<file path="config.mk">
export PLATFORM = sky130hd
export DESIGN_NAME = aes_inv_key_expander
export DESIGN_NICKNAME = d
export VERILOG_FILES = /design/src/rtl/aes_pkg.sv /design/src/rtl/aes_key_step.sv /design/src/rtl/aes_sbox.sv /design/src/rtl/aes_inv_key_expander.sv
export SDC_FILE = /design/constraint.sdc
export NUM_CORES = 2
export LEC_CHECK = 0
export CAP_MARGIN = 20
export CORE_MARGIN = 2
export CORE_UTILIZATION = 28
export CTS_CLUSTER_SIZE = 8
export DETAILED_ROUTE_END_ITERATION = 8
export PLACE_DENSITY = 0.5
export SLEW_MARGIN = 25
export SYNTH_ARGS = -nofsm -noshare
export SYNTH_HDL_FRONTEND = slang
export SYNTH_SLANG_ARGS = --single-unit
export TNS_END_PERCENT = 1
</file>
<file path="constraint.sdc">
create_clock -name clk -period 17.1 [get_ports clk]
set_clock_uncertainty 0.05 [all_clocks]
set_input_delay 3.42 -clock clk [delete_from_list [all_inputs] [get_ports clk]]
set_output_delay 3.42 -clock clk [all_outputs]
set_load 0.01 [all_outputs]
</file>
<file path="src/rtl/aes_pkg.sv">
// Shared AES key-schedule definitions: controller states, round count and
// the word-level helpers used by the key-step datapath.
package aes_pkg;

    localparam logic [3:0] NUM_ROUNDS = 4'd10;

    typedef enum logic [1:0] {
        ST_IDLE   = 2'd0,
        ST_EXPAND = 2'd1,
        ST_HOLD   = 2'd2,
        ST_STREAM = 2'd3
    } state_e;

    // Round constant in the top byte; zero outside rounds 1..10.
    function automatic logic [31:0] rcon(input logic [3:0] round);
        logic [7:0] b;
        case (round)
            4'd1:    b = 8'h01;
            4'd2:    b = 8'h02;
            4'd3:    b = 8'h04;
            4'd4:    b = 8'h08;
            4'd5:    b = 8'h10;
            4'd6:    b = 8'h20;
            4'd7:    b = 8'h40;
            4'd8:    b = 8'h80;
            4'd9:    b = 8'h1b;
            4'd10:   b = 8'h36;
            default: b = 8'h00;
        endcase
        return {b, 24'h000000};
    endfunction

    function automatic logic [31:0] rot_word(input logic [31:0] w);
        return {w[23:0], w[31:24]};
    endfunction

endpackage

</file>
<file path="src/rtl/aes_key_step.sv">
// One AES-128 key-schedule step, forward (dir_i=0) or inverse (dir_i=1),
// sharing a single set of four S-boxes between both directions.
module aes_key_step
    import aes_pkg::*;
(
    input  logic [127:0] key_i,
    input  logic [3:0]   round_i,
    input  logic         dir_i,
    output logic [127:0] key_o
);

    logic [31:0] w0_s, w1_s, w2_s, w3_s;
    logic [31:0] w3_inv_s;
    logic [31:0] sb_in_s;
    logic [31:0] sb_out_s;
    logic [31:0] n0_s, n1_s, n2_s, n3_s;

    assign {w0_s, w1_s, w2_s, w3_s} = key_i;
    assign w3_inv_s = w3_s ^ w2_s;
    // The inverse step substitutes the already-recovered previous w3.
    assign sb_in_s  = rot_word(dir_i ? w3_inv_s : w3_s);

    for (genvar g = 0; g < 4; g++) begin : g_sbox
        aes_sbox u_sbox (
            .in_i  (sb_in_s[8*g +: 8]),
            .out_o (sb_out_s[8*g +: 8])
        );
    end

    // Word recurrence for the selected direction.
    always_comb begin
        n0_s = w0_s ^ sb_out_s ^ rcon(round_i);
        n1_s = 32'h0;
        n2_s = 32'h0;
        n3_s = 32'h0;
        if (dir_i) begin
            n1_s = w1_s ^ w0_s;
            n2_s = w2_s ^ w1_s;
            n3_s = w3_inv_s;
        end else begin
            n1_s = w1_s ^ n0_s;
            n2_s = w2_s ^ n1_s;
            n3_s = w3_s ^ n2_s;
        end
        key_o = {n0_s, n1_s, n2_s, n3_s};
    end

endmodule

</file>
<file path="src/rtl/aes_sbox.sv">
// AES forward S-box, computed as GF(2^8) inversion followed by the affine map.
module aes_sbox (
    input  logic [7:0] in_i,
    output logic [7:0] out_o
);

    function automatic logic [7:0] gf_mul(input logic [7:0] a, input logic [7:0] b);
        logic [7:0] p;
        logic [7:0] x;
        p = 8'h00;
        x = a;
        for (int i = 0; i < 8; i++) begin
            if (b[i]) begin
                p = p ^ x;
            end
            x = {x[6:0], 1'b0} ^ (x[7] ? 8'h1b : 8'h00);
        end
        return p;
    endfunction

    // x^254 is the multiplicative inverse, and maps 0 to 0 as the S-box needs.
    function automatic logic [7:0] gf_inv(input logic [7:0] a);
        logic [7:0] sq;
        logic [7:0] r;
        sq = a;
        r  = 8'h01;
        for (int k = 1; k < 8; k++) begin
            sq = gf_mul(sq, sq);
            r  = gf_mul(r, sq);
        end
        return r;
    endfunction

    function automatic logic [7:0] affine(input logic [7:0] b);
        return b ^ {b[6:0], b[7]} ^ {b[5:0], b[7:6]} ^ {b[4:0], b[7:5]}
                 ^ {b[3:0], b[7:4]} ^ 8'h63;
    endfunction

    assign out_o = affine(gf_inv(in_i));

endmodule

</file>
<file path="src/rtl/aes_inv_key_expander.sv">
// AES-128 decryption key scheduler: expands forward to the round-10 key once,
// then streams round keys 10..0 over valid/ready using the inverse step.
module aes_inv_key_expander
    import aes_pkg::*;
(
    input  logic         clk,
    input  logic         rst,
    input  logic [127:0] key_in,
    input  logic         key_load,
    input  logic         start,
    output logic         busy,
    output logic         key_cached,
    output logic         rk_valid,
    input  logic         rk_ready,
    output logic [127:0] rk_data,
    output logic [3:0]   rk_round,
    output logic         rk_last
);

    state_e       state_q;
    logic [3:0]   cnt_q;
    logic [127:0] work_q;
    logic [127:0] cached_q;
    logic [127:0] rk_data_q;
    logic [3:0]   rk_round_q;
    logic         rk_valid_q;
    logic         rk_last_q;
    logic         busy_q;
    logic         key_cached_q;

    logic         stream_s;
    logic         hs_s;
    logic [127:0] step_in_s;
    logic [3:0]   step_round_s;
    logic [127:0] step_out_s;

    // The single key-step unit serves the expansion and the stream.
    assign stream_s     = (state_q == ST_STREAM);
    assign hs_s         = rk_valid_q & rk_ready;
    assign step_in_s    = stream_s ? rk_data_q : work_q;
    assign step_round_s = stream_s ? rk_round_q : (cnt_q + 4'd1);

    aes_key_step u_step (
        .key_i   (step_in_s),
        .round_i (step_round_s),
        .dir_i   (stream_s),
        .key_o   (step_out_s)
    );

    // Controller FSM with all outputs registered.
    always_ff @(posedge clk) begin
        if (rst) begin
            state_q      <= ST_IDLE;
            cnt_q        <= 4'd0;
            work_q       <= 128'h0;
            cached_q     <= 128'h0;
            rk_data_q    <= 128'h0;
            rk_round_q   <= 4'd0;
            rk_valid_q   <= 1'b0;
            rk_last_q    <= 1'b0;
            busy_q       <= 1'b0;
            key_cached_q <= 1'b0;
        end else begin
            case (state_q)
                ST_IDLE: begin
                    if (key_load) begin
                        work_q  <= key_in;
                        cnt_q   <= 4'd0;
                        busy_q  <= 1'b1;
                        state_q <= ST_EXPAND;
                    end
                end
                ST_EXPAND: begin
                    work_q <= step_out_s;
                    cnt_q  <= cnt_q + 4'd1;
                    if (cnt_q == NUM_ROUNDS - 4'd1) begin
                        cached_q     <= step_out_s;
                        busy_q       <= 1'b0;
                        key_cached_q <= 1'b1;
                        state_q      <= ST_HOLD;
                    end
                end
                ST_HOLD: begin
                    // A reload takes priority; a simultaneous start is dropped.
                    if (key_load) begin
                        work_q       <= key_in;
                        cnt_q        <= 4'd0;
                        busy_q       <= 1'b1;
                        key_cached_q <= 1'b0;
                        state_q      <= ST_EXPAND;
                    end else if (start) begin
                        rk_data_q    <= cached_q;
                        rk_round_q   <= NUM_ROUNDS;
                        rk_valid_q   <= 1'b1;
                        rk_last_q    <= 1'b0;
                        busy_q       <= 1'b1;
                        key_cached_q <= 1'b0;
                        state_q      <= ST_STREAM;
                    end
                end
                ST_STREAM: begin
                    if (hs_s) begin
                        if (rk_round_q == 4'd0) begin
                            rk_valid_q   <= 1'b0;
                            rk_last_q    <= 1'b0;
                            busy_q       <= 1'b0;
                            key_cached_q <= 1'b1;
                            state_q      <= ST_HOLD;
                        end else begin
                            rk_data_q  <= step_out_s;
                            rk_round_q <= rk_round_q - 4'd1;
                            rk_last_q  <= (rk_round_q == 4'd1);
                        end
                    end
                end
                default: begin
                    state_q <= ST_IDLE;
                end
            endcase
        end
    end

    assign busy       = busy_q;
    assign key_cached = key_cached_q;
    assign rk_valid   = rk_valid_q;
    assign rk_data    = rk_data_q;
    assign rk_round   = rk_round_q;
    assign rk_last    = rk_last_q;

endmodule

</file>
==> metrics.md <==
| Metric | Value |
|---|---|
| Status | complete, no violations |
| Worst rel slew slack | 22.3% |
| CP endpoint kind | flop |
| Utilization after layout | 32.8% |
| Chip width | 522 µm |
| Die area | 272000 µm² |
| Synth async-reset ratio | 0% |
| Worst slew pin tran | 1160 ps |
| Filler Cells Inserted | 28500 |
| Drt wl/cell | 22.1 µm |
| Minimum clock period | 16380 ps |
| Via density | 5.26 |
| Clock buffer count from CTS | 56 |
| Clk sinks | 398 |
| Synthesized cell area | 75000 µm² |
| Crit-path slowest cell | xor3_2 |
| GR Overflow Total | 0 |
| Initial DRC Count | 6271 |
| RSZ-0062 raised after global routing | true |
| Hold buffers post-CTS | 0 |
| Arr. time, crit path | 16870 ps |
| GPL Wtd Cong | 0.934 |
| PortBufs | 268 |
| DRC errors left | 0 |
| Reg clk slew, reported paths | 50 ps |
| Vias in the first global route | 69600 |
| Max Clk Rate | 61.0 MHz |
| CTS tree | yes |
| Netlist cell types | 115 |
| Pins Over Slew Limit | 0 |
| Via count | 73400 |
| Initial core utilization | 28.1% |
| GRT Total Usage | 21.6% |
| Cells after synthesis | 10100 |
| Largest net degree at the start of global routing | 151 |
| DRT Wirelength | 308 mm |
| First-pass GRT wire length | 458 mm |
| Layout net count | 10600 |
| Synth Register Bits | 398 |
| Yosys warning total | 0 |
| H-tree Lvls | 2 |
| Post-synth EDFFs | 0 |
| DR pass1 iterations | 6 |
| Critical path type | flop to flop |
| Crit path launch type | flop |
| Sequential area share after synthesis | 10.6% |
| CP Max Fanout | 25 |
| Period utilization | 95.8% |
| CP most frequent cell | xnor3_1 |
| DRT antenna net count | 0 |
| Worst-case clock buffer depth | 3 |
| Finish-stage setup viols | 0 |
| HPWL after DPL | 234 mm |
| Area of the multi-input gates | 65800 µm² |
| Die Span Y | 522 µm |
| Largest stage delay, worst path | 590 ps |
| FF+latch area | 7980 µm² |
| Final Hold Vio Count | 0 |
| Top Ports | 269 |
| Synth Net Count | 10300 |
| MaxCap Viol Count | 0 |
| Core Area | 267000 µm² |
| Syn Area/Cell | 7.42 µm² |
| Worst Path Required | 17590 ps |
| Share of cells above drive strength 1 | 11.4% |
| Clk root buf | clkbuf_16 |
| Area Overhead vs Synth | 16.9% |
| Row count | 190 |
| Skew-Pair Late Insertion Delay | 640 ps |
| Ys flop type | dfxtp_1 |
| Initial antenna violation count | 27 |
| Hold WC Path Type | flop to flop |
## per-stage QoR
| stage | hold WS, ps | instance area (µm²) | instances | TNS (ps) | setup slack (ps) |
|---|---|---|---|---|---|
| 6_report | 400 | 87600 | 14000 | 0 | 717 |
| 5_1_grt | 415 | 87600 | 14000 | -531 | -158 |
| 4_1_cts | 403 | 85700 | 13900 | -65.4 | -65.4 |
| 3_5_place_dp | 397 | 84000 | 13800 | -5530 | -404 |
| 3_3_place_gp | 390 | 84000 | 13800 | -802 | -170 |
| 2_1_floorplan | 382 | 75000 | 10100 | 0 | 34.0 |
## cell families after synthesis
kind of cell | after synthesis | synth area share [%]
AOI/OAI and AO/OA | 2266 | 18.7
muxes | 317 | 4.44
buffers and inverters | 761 | 4.08
adders and majority gates | 35 | 0.557
and+or+nand+nor | 3571 | 20.3
xor gates and xnor gates | 2763 | 41.3
DFF | 398 | 10.6
## layout by cell type (no fill, tap or decap), drive strengths merged, types with 41 or more instances in the layout
master / Yosys / routed
clkdlybuf4s50: 0 / 266
nor2: 1668 / 1668
clkbuf: 475 / 67
o211ai: 68 / 68
buf: 187 / 615
or3: 50 / 50
inv: 89 / 91
nor3: 227 / 227
mux2: 64 / 64
a31oi: 82 / 82
dfxtp: 398 / 398
o21ai: 546 / 546
xor3: 47 / 47
xnor2: 1801 / 1802
a21oi: 816 / 816
a22oi: 105 / 105
xnor3: 373 / 373
nor3b: 48 / 48
and2: 45 / 46
mux2i: 251 / 251
xor2: 542 / 542
o22ai: 91 / 91
nand2: 1060 / 1060
nand2b: 96 / 96
nor2b: 59 / 59
a211oi: 78 / 78
a21o: 41 / 41
nand3: 174 / 174
## routing by layer
| layer | share of wire [%] | up-vias | global-route usage (%) |
|---|---|---|---|
| met5 | 0.057 | - | 0 |
| met4 | 5.6 | 28 | 10.4 |
| met3 | 5.6 | 436 | 2.78 |
| met2 | 46 | 2218 | 35.7 |
| met1 | 43 | 35500 | 27.8 |
| li1 | - | 35200 | - |
## worst max-delay path: cells and delay by family (launching register included)
kind,cells,cell delay (ps)
AOI/OAI and AO/OA,10,1910
xor gates and xnor gates,27,9390
adders and majority gates,1,400
buffers and inverters,7,1250
DFF,1,430
muxes,3,880
and+or+nand+nor,10,1980
## cell usage after synthesis (all sizes together), types with 28 or more instances
library cell	instances	area (µm²)
a2111oi	36	315
a211o	28	245
a211oi	78	611
a21boi	29	233
a21o	41	309
a21oi	816	4130
a221oi	28	245
a22oi	105	788
a31oi	82	513
a32oi	31	298
and2	45	284
and3	35	219
buf	187	908
clkbuf	475	1780
dfxtp	398	7970
inv	89	334
mux2	64	728
mux2i	251	2560
nand2	1060	3980
nand2b	96	601
nand3	174	871
nor2	1668	6300
nor2b	59	369
nor3	227	1150
nor3b	48	360
o211ai	68	510
o21a	33	248
o21ai	546	2740
o221ai	34	298
o22ai	91	569
or3	50	313
xnor2	1801	16400
xnor3	373	8420
xor2	542	5010
xor3	47	1120
## flip-flops by register name (all words and copies together), names as in the netlist
signal,flops
cached_q,128
busy,1
key_cached,1
work_q,128
cnt_q,4
rk_round,4
rk_last,1
rk_data,128
state_q,2
rk_valid,1
## worst paths after layout
check,startpoint,to,slack (ps),cells after the start
min,cached_q[26],cached_q[26],400,2
max,state_q[1],work_q[1],720,58
min reg2reg,cached_q[26],cached_q[26],400,2
max reg2reg,state_q[1],work_q[1],720,58
## what timing repair did
item / in CTS / in global routing
buffers inserted: 2 / 66
hold endpoints to repair: 0 / 0
gates cloned: 0 / 3
setup endpoints to repair: 47 / 288
pin swaps: 2 / 43
resized for setup: 27 / 193
## cell type report
type                       instances  share of cell area [%]
antenna                            6                  0.0171
clock buffer                      66                    1.66
clock inverter                     3                  0.0514
inverter                          99                   0.424
multi-input combinational       8954                    75.1
sequential                       398                    9.10
tap                             3552                    5.07
timing repair buffer             882                    8.56
Power is left out: the tool's default activity adds up to more than one toggle a clock period on the data nets, which glitch-free logic cannot reach.
